--- src/rtl/lif_neuron_array_if.sv ---
`default_nettype none
// lif_neuron_array_if : sweep control, current/spike streams and config port of lif_neuron_array (rev 1.0)
interface lif_neuron_array_if #(
  parameter int WIDTH       = 16,
  parameter int NUM_NEURONS = 8
);
  localparam int IDX_W = $clog2(NUM_NEURONS);

  logic                     step;
  logic                     busy;
  logic                     sweep_done;
  logic                     cur_valid;
  logic                     cur_ready;
  logic signed [WIDTH-1:0]  cur_data;
  logic [IDX_W-1:0]         cur_idx;
  logic                     spike_valid;
  logic                     spike_ready;
  logic [IDX_W-1:0]         spike_idx;
  logic                     cfg_we;
  logic [2:0]               cfg_addr;
  logic [WIDTH-1:0]         cfg_wdata;

  modport master (
    output step, cur_valid, cur_data, spike_ready, cfg_we, cfg_addr, cfg_wdata,
    input  busy, sweep_done, cur_ready, cur_idx, spike_valid, spike_idx
  );

  modport slave (
    input  step, cur_valid, cur_data, spike_ready, cfg_we, cfg_addr, cfg_wdata,
    output busy, sweep_done, cur_ready, cur_idx, spike_valid, spike_idx
  );
endinterface
`default_nettype wire

--- src/rtl/lif_neuron_array.sv ---
`default_nettype none
// lif_neuron_array : time-multiplexed leaky integrate-and-fire neuron array (rev 1.0)
module lif_neuron_array #(
  parameter int WIDTH       = 16,
  parameter int NUM_NEURONS = 8,
  parameter int REFR_W      = 8
) (
  input  wire logic         clk,
  input  wire logic         rst_n,
  lif_neuron_array_if.slave bus
);
  localparam int                      IDX_W    = $clog2(NUM_NEURONS);
  localparam int                      EXT_W    = WIDTH + 2;
  localparam logic [IDX_W-1:0]        LAST_IDX = IDX_W'(NUM_NEURONS - 1);
  localparam logic signed [WIDTH-1:0] DEF_THR  = WIDTH'(30000);
  localparam logic signed [WIDTH-1:0] DEF_LEAK = WIDTH'(100);
  localparam logic [REFR_W-1:0]       DEF_REFR = REFR_W'(10);
  localparam logic signed [WIDTH-1:0] DEF_VMAX = {1'b0, {(WIDTH-1){1'b1}}};
  localparam logic signed [WIDTH-1:0] DEF_VMIN = {1'b1, {(WIDTH-1){1'b0}}};

  typedef enum logic [1:0] {
    S_IDLE  = 2'd0,
    S_SWEEP = 2'd1,
    S_DONE  = 2'd2
  } state_t;

  state_t                  state_q, state_d;
  logic [IDX_W-1:0]        idx_q, idx_d;

  logic signed [WIDTH-1:0] vmem_q [NUM_NEURONS];
  logic [REFR_W-1:0]       refr_q [NUM_NEURONS];

  logic signed [WIDTH-1:0] thr_q;
  logic signed [WIDTH-1:0] leak_q;
  logic [REFR_W-1:0]       refr_per_q;
  logic signed [WIDTH-1:0] vmax_q;
  logic signed [WIDTH-1:0] vmin_q;
  logic signed [WIDTH-1:0] vreset_q;
  logic                    leak_mode_q;

  logic                    spike_valid_q;
  logic [IDX_W-1:0]        spike_idx_q;

  logic                    cur_ready;
  logic                    cur_hs;
  logic signed [WIDTH-1:0] v_cur;
  logic signed [WIDTH-1:0] leak_amt;
  logic signed [EXT_W-1:0] v_sum;
  logic signed [WIDTH-1:0] v_clamp;
  logic                    in_refr;
  logic                    fire;
  logic                    cfg_ok;
  logic signed [WIDTH-1:0] cfg_sdata;

  function automatic logic signed [EXT_W-1:0] sext(input logic signed [WIDTH-1:0] v);
    return {{2{v[WIDTH-1]}}, v};
  endfunction

  // A pending spike owns the output slot; the sweep waits rather than drop it.
  assign cur_ready = (state_q == S_SWEEP) && (!spike_valid_q || bus.spike_ready);
  assign cur_hs    = bus.cur_valid && cur_ready;

  assign bus.cur_ready   = cur_ready;
  assign bus.cur_idx     = idx_q;
  assign bus.busy        = (state_q != S_IDLE);
  assign bus.sweep_done  = (state_q == S_DONE);
  assign bus.spike_valid = spike_valid_q;
  assign bus.spike_idx   = spike_idx_q;

  always_ff @(posedge clk or negedge rst_n) begin
    if (!rst_n) begin
      state_q <= S_IDLE;
      idx_q   <= '0;
    end else begin
      state_q <= state_d;
      idx_q   <= idx_d;
    end
  end

  always_comb begin
    state_d = state_q;
    idx_d   = idx_q;
    case (state_q)
      S_IDLE: begin
        if (bus.step) begin
          state_d = S_SWEEP;
          idx_d   = '0;
        end
      end
      S_SWEEP: begin
        if (cur_hs) begin
          if (idx_q == LAST_IDX) begin
            state_d = S_DONE;
            idx_d   = '0;
          end else begin
            idx_d = idx_q + 1'b1;
          end
        end
      end
      S_DONE:  state_d = S_IDLE;
      default: state_d = S_IDLE;
    endcase
  end

  // Integration is carried two bits wider so the clamp sees true overflow.
  always_comb begin
    v_cur    = vmem_q[idx_q];
    in_refr  = (refr_q[idx_q] != '0);
    leak_amt = leak_mode_q ? (v_cur >>> leak_q[3:0]) : leak_q;
    v_sum    = sext(v_cur) + sext(bus.cur_data) - sext(leak_amt);
    if (v_sum > sext(vmax_q)) begin
      v_clamp = vmax_q;
    end else if (v_sum < sext(vmin_q)) begin
      v_clamp = vmin_q;
    end else begin
      v_clamp = v_sum[WIDTH-1:0];
    end
    fire = !in_refr && (v_clamp >= thr_q);
  end

  always_ff @(posedge clk or negedge rst_n) begin
    if (!rst_n) begin
      for (int i = 0; i < NUM_NEURONS; i++) begin
        vmem_q[i] <= '0;
        refr_q[i] <= '0;
      end
    end else if (cur_hs) begin
      if (in_refr) begin
        refr_q[idx_q] <= refr_q[idx_q] - 1'b1;
      end else if (fire) begin
        vmem_q[idx_q] <= vreset_q;
        refr_q[idx_q] <= refr_per_q;
      end else begin
        vmem_q[idx_q] <= v_clamp;
      end
    end
  end

  always_ff @(posedge clk or negedge rst_n) begin
    if (!rst_n) begin
      spike_valid_q <= 1'b0;
      spike_idx_q   <= '0;
    end else if (cur_hs && fire) begin
      spike_valid_q <= 1'b1;
      spike_idx_q   <= idx_q;
    end else if (bus.spike_ready) begin
      spike_valid_q <= 1'b0;
    end
  end

  assign cfg_ok    = bus.cfg_we && (state_q == S_IDLE);
  assign cfg_sdata = $signed(bus.cfg_wdata);

  // Bound writes are checked against the other bound so V_max >= V_min always holds.
  always_ff @(posedge clk or negedge rst_n) begin
    if (!rst_n) begin
      thr_q       <= DEF_THR;
      leak_q      <= DEF_LEAK;
      refr_per_q  <= DEF_REFR;
      vmax_q      <= DEF_VMAX;
      vmin_q      <= DEF_VMIN;
      vreset_q    <= '0;
      leak_mode_q <= 1'b0;
    end else if (cfg_ok) begin
      case (bus.cfg_addr)
        3'd0: thr_q      <= cfg_sdata;
        3'd1: leak_q     <= cfg_sdata;
        3'd2: refr_per_q <= bus.cfg_wdata[REFR_W-1:0];
        3'd3: if (cfg_sdata >= vmin_q) vmax_q <= cfg_sdata;
        3'd4: if (vmax_q >= cfg_sdata) vmin_q <= cfg_sdata;
        3'd5: vreset_q    <= cfg_sdata;
        3'd6: leak_mode_q <= bus.cfg_wdata[0];
        default: ;
      endcase
    end
  end
endmodule
`default_nettype wire

--- src/flat_wrapper.sv ---
// flat-port wrapper written by rule: the top's interface ports become plain ports
module lif_neuron_array_flat 
#(
  parameter int WIDTH       = 16,
  parameter int NUM_NEURONS = 8,
  parameter int REFR_W      = 8
)
  (clk, rst_n, bus_step, bus_cur_valid, bus_cur_data, bus_spike_ready, bus_cfg_we, bus_cfg_addr, bus_cfg_wdata, bus_busy, bus_sweep_done, bus_cur_ready, bus_cur_idx, bus_spike_valid, bus_spike_idx);
  lif_neuron_array_if #(.WIDTH(WIDTH), .NUM_NEURONS(NUM_NEURONS)) bus_i ();
  input  wire logic clk;
  input  wire logic rst_n;
  input wire logic [$bits(bus_i.step)-1:0] bus_step;
  input wire logic [$bits(bus_i.cur_valid)-1:0] bus_cur_valid;
  input wire logic [$bits(bus_i.cur_data)-1:0] bus_cur_data;
  input wire logic [$bits(bus_i.spike_ready)-1:0] bus_spike_ready;
  input wire logic [$bits(bus_i.cfg_we)-1:0] bus_cfg_we;
  input wire logic [$bits(bus_i.cfg_addr)-1:0] bus_cfg_addr;
  input wire logic [$bits(bus_i.cfg_wdata)-1:0] bus_cfg_wdata;
  output wire logic [$bits(bus_i.busy)-1:0] bus_busy;
  output wire logic [$bits(bus_i.sweep_done)-1:0] bus_sweep_done;
  output wire logic [$bits(bus_i.cur_ready)-1:0] bus_cur_ready;
  output wire logic [$bits(bus_i.cur_idx)-1:0] bus_cur_idx;
  output wire logic [$bits(bus_i.spike_valid)-1:0] bus_spike_valid;
  output wire logic [$bits(bus_i.spike_idx)-1:0] bus_spike_idx;
  assign bus_i.step = bus_step;
  assign bus_i.cur_valid = bus_cur_valid;
  assign bus_i.cur_data = bus_cur_data;
  assign bus_i.spike_ready = bus_spike_ready;
  assign bus_i.cfg_we = bus_cfg_we;
  assign bus_i.cfg_addr = bus_cfg_addr;
  assign bus_i.cfg_wdata = bus_cfg_wdata;
  assign bus_busy = bus_i.busy;
  assign bus_sweep_done = bus_i.sweep_done;
  assign bus_cur_ready = bus_i.cur_ready;
  assign bus_cur_idx = bus_i.cur_idx;
  assign bus_spike_valid = bus_i.spike_valid;
  assign bus_spike_idx = bus_i.spike_idx;
  lif_neuron_array #(.WIDTH(WIDTH), .NUM_NEURONS(NUM_NEURONS), .REFR_W(REFR_W)) u_core (.clk(clk), .rst_n(rst_n), .bus(bus_i));
endmodule
--- config.mk ---
export PLATFORM = sky130hd
export DESIGN_NAME = lif_neuron_array_flat
export DESIGN_NICKNAME = d
export VERILOG_FILES = /design/src/rtl/lif_neuron_array_if.sv /design/src/rtl/lif_neuron_array.sv /design/src/flat_wrapper.sv
export SDC_FILE = /design/constraint.sdc
export NUM_CORES = 1
export LEC_CHECK = 0
export CORE_MARGIN = 3
export CORE_UTILIZATION = 50
export CTS_BUF_LIST = sky130_fd_sc_hd__clkbuf_8
export DETAILED_ROUTE_END_ITERATION = 10
export PLACE_DENSITY_LB_ADDON = 0.12
export SLEW_MARGIN = 20
export SYNTH_ARGS = -nofsm -noshare
export SYNTH_HDL_FRONTEND = slang
export SYNTH_SLANG_ARGS = --single-unit
--- constraint.sdc ---
create_clock -name clk -period 8.7 [get_ports clk]
set_input_delay 2.175 -clock clk [delete_from_list [all_inputs] [get_ports clk]]
set_output_delay 2.175 -clock clk [all_outputs]
set_load 0.01 [all_outputs]
==> reports/summary.md <==
The run finished, with violations left. The checks that failed: negative setup slack. In the routed layout, each cell is associated on average with a via count of 5.90.

The number of hold buffers added after cts is 0. Setup repair after global routing could not meet its margin everywhere. After routing, the total negative slack on setup checks comes to -41.74 ns. Compared with the post-synthesis result, the final layout area differs by 30.8%. Synthesis produced a netlist with a net count of 1835.

For the number of max-slew violations in the final report, the log shows 0. By count the netlist is led by 262 x dfrtp_1, 146 x mux2_2, 137 x nor2_1, 132 x nand2_1, 130 x inv_1. The first TritonRoute pass finished after 6 iterations. Ratio of final minimum period to clock period: 104%.

The count of nets left with antenna violations once routing finished came out at 0. Summed over all layers, the routed wires come to 53800 µm. The tools report the slack of the worst reg-to-reg path as -0.32 ns. The run gives 1673 as the cell count after synthesis. The clock-pin slew on the worst setup and hold paths was 0.06 ns; the post-detailed-route wirelength per cell was 21.9 µm. TritonCTS built the clock tree. The length of routed met3 wiring is 3830 µm, and the clock tree buffer depth is 3. Chip height: 192 µm. After detailed routing, the met2 layer carries 24500 µm of wire. The finished layout holds 2456 standard cells, fillers aside. The path class of the tightest hold or removal check is flop to flop. Among all cell types in the netlist, the one instantiated most often is dfrtp_1.

The floorplan step defined a core boundary enclosing 33900 µm². In this run the critical register-to-register path is launched from u_core.bus.cur_idx[1]. The delay of the slowest cell on the worst path is 0.53 ns.

The number of clock sinks was 290. The most critical setup path has its startpoint at u_core.bus.cur_idx[1]. After global routing the overflow that remains totals 0. The worst clock skew is 0.0317 ns, and the minimum period implied by the final worst setup slack is 9.02 ns. The number of DRC markers in iteration 0 is 1024, and the number of I/O port buffers is 50. In this run the number of H-tree levels came out at 2. The most instantiated flip-flop cell in the synthesis netlist was dfrtp_1. Entering global routing, the biggest net connects 185 pins. The number of maximum-capacitance constraint violations is 0.

The capture instance of the worst register-to-register path was u_core.vmem_q[57]. In this run the count of I/O pins placed on the die edge is 51. The number of filler instances in the final layout is 2648, and the total via count in the routed design is 14500.

At the end of the flow the core is filled with cells to 67.0%. Setup violations remaining at the end of the flow were counted as 195. For the pin with the worst max-slew slack, the measured transition is 1.03 ns.

STA classifies the critical path startpoint as a flop. The hold violation count in the final report is 0. By area the synthesized netlist is led by dfrtp_1 38%, mux2_2 9.5%, ha_1 7.6%. The post-synthesis cell type count came out at 79. The synthesized design devotes to its leading area cell type 37.8% of total area. The number of global-route vias before repair is 14400. The tools report the clock root buffer master as clkbuf_8. The worst pin sits at a relative slew slack of 31.5%.

The critical path arrival is 9.54 ns. The detailed router used layers up to and including met4. Including well taps, the total number of placed cells is 2325.

The critical path required time is 9.22 ns, and the largest fanout of any net on the critical path is 9. At the end of the flow, the number of nets in the layout was 2131. For the insertion delay of the later-clocked pin in the worst-skew pair, the log shows 0.63 ns. The largest individual stage delay along the critical path comes from the cell dfrtp_2. The depth of the worst register-to-register path came out at 43. For this run, the register share of the synthesized area comes to 42.0%.

For this run, design rule violations remaining after detail routing come to 0. Counting flops and latches in the post-synthesis netlist gives 290. The floorplan step set the die width to 192 µm. Share of synthesized registers carrying an async set or reset: 100%. After detailed routing, the wire length on met1 is 23300 µm.

The die covers 37000 µm². The congestion estimate from routability-driven global placement came to 0.980. The kind of capture point of the worst setup path was a flop.

The number of cell rows came out at 67. For the number of antenna violations at the first check in global routing, the log shows 3. The share of final-layout standard cells stronger than drive strength 1 works out to 35.9%.

The run gives -0.320 ns as the final critical-path setup slack. After synthesis the cells add up to 17300 µm². Yosys mapped a number of flops with a built-in enable equal to 0.

Buffers inserted during clock tree synthesis total 50. The synthesized area per cell works out to 10.4 µm². During synthesis, Yosys emitted a total of 0 warnings.

The worst setup path is of the flop to flop kind. The largest total area in the synthesized netlist belongs to dfrtp_1. The first global-routing pass estimated 82000 µm of wire. Once the floorplan was initialized, standard cells occupied 51.2% of the core. Detailed placement ended at an HPWL of 36800 µm. The logs give 111 MHz for the fmax and 29.0% for the total track usage. The tools report the worst setup path endpoint as u_core.vmem_q[57].
through the flow:
stage	area [µm²]	setup WS (ns)	hold slack, ns
2_1_floorplan	17400	0.00516	0.445
3_3_place_gp	20100	-0.511	0.458
3_5_place_dp	20100	-0.743	0.471
4_1_cts	21800	-0.141	0.482
5_1_grt	22700	-0.717	0.496
6_report	22700	-0.320	0.481
layout by cell type (no fill, tap or decap), drive strengths merged, types with 8 or more instances in the layout:
cell	n
nor2b	19
a31oi	78
a21oi	83
o31ai	9
mux2	147
a221o	8
o22a	12
xnor2	10
nand3	24
o21ai	92
a211oi	10
fa	16
dfrtp	262
nand4	9
a221oi	21
mux2i	75
inv	148
clkbuf	64
and2	10
nor2	137
o211ai	8
nor3	9
clkdlybuf4s50	49
a21o	15
and4	9
a22oi	8
nand2	142
ha	105
and3	8
a211o	11
mux4	22
buf	271
dfstp	28
clkinv	9
critical path, delay by kind of cell, from the launching register on:
| kind | cells | cell delay [ns] |
|---|---|---|
| flip-flops | 1 | 0.53 |
| AO/OA/AOI/OAI | 15 | 2.75 |
| buffers and inverters | 10 | 1.34 |
| XOR/XNOR | 1 | 0.16 |
| AND/OR/NAND/NOR | 10 | 1.95 |
| multiplexers | 2 | 0.86 |
| adder cells (fa/ha/maj) | 5 | 1.33 |
repair_timing:
action / in CTS / in global routing
resized for setup: 119 / 147
pin swaps: 18 / 67
setup buffers: 22 / 16
cloned: 2 / 3
endpoints found under the setup margin: 196 / 196
logic make-up after synthesis:
group | Yosys count | synth area share (%)
and+or+nand+nor | 392 | 10.9
xor gates and xnor gates | 16 | 0.808
muxes | 243 | 16.7
buffers and inverters | 210 | 4.93
adders and majority gates | 121 | 9.42
DFF | 290 | 42.0
AOI/OAI and AO/OA | 401 | 15.1
registers in the layout, indices dropped and copies added (netlist names):
| name | cells |
|---|---|
| u_core.bus.cur_idx | 3 |
| u_core.vmax_q | 16 |
| u_core.refr_q | 64 |
| u_core.vreset_q | 16 |
| u_core.leak_q | 16 |
| u_core.leak_mode_q | 1 |
| u_core.vmem_q | 128 |
| u_core.bus.spike_idx | 3 |
| u_core.bus.spike_valid | 1 |
| u_core.thr_q | 16 |
| u_core.state_q | 2 |
| u_core.vmin_q | 16 |
| u_core.refr_per_q | 8 |
layer usage:
metal | vias to the layer above | global-route usage (%)
li1 | 6656 | -
met2 | 479 | 44.8
met4 | 0 | 12.1
met1 | 7232 | 39.7
met3 | 115 | 6.18
met5 | - | 0
how the worst min path moves through the flow:
stage | depth (start not counted) | to | startpoint
after CTS | 2 | u_core.thr_q[13] | u_core.thr_q[13]
after global routing | 2 | u_core.vreset_q[12] | u_core.vreset_q[12]
after floorplan | 2 | u_core.leak_q[14] | u_core.leak_q[14]
after global placement | 2 | u_core.leak_q[14] | u_core.leak_q[14]
final | 2 | u_core.thr_q[2] | u_core.thr_q[2]
after detailed placement | 2 | u_core.leak_q[13] | u_core.leak_q[13]
layout make-up:
class	count	area, µm²	area share [%]
Multi-Input combinational cell	1174	10300	45.5
Sequential cell	290	7300	32.2
Timing Repair Buffer	322	2980	13.1
Clock buffer	62	853	3.76
Tap cell	448	561	2.47
Inverter	131	492	2.17
Clock inverter	28	174	0.766
Antenna cell	1	2.50	0.0110
Power is left out: the tool's default activity adds up to more than one toggle a clock period on the data nets, which glitch-free logic cannot reach.
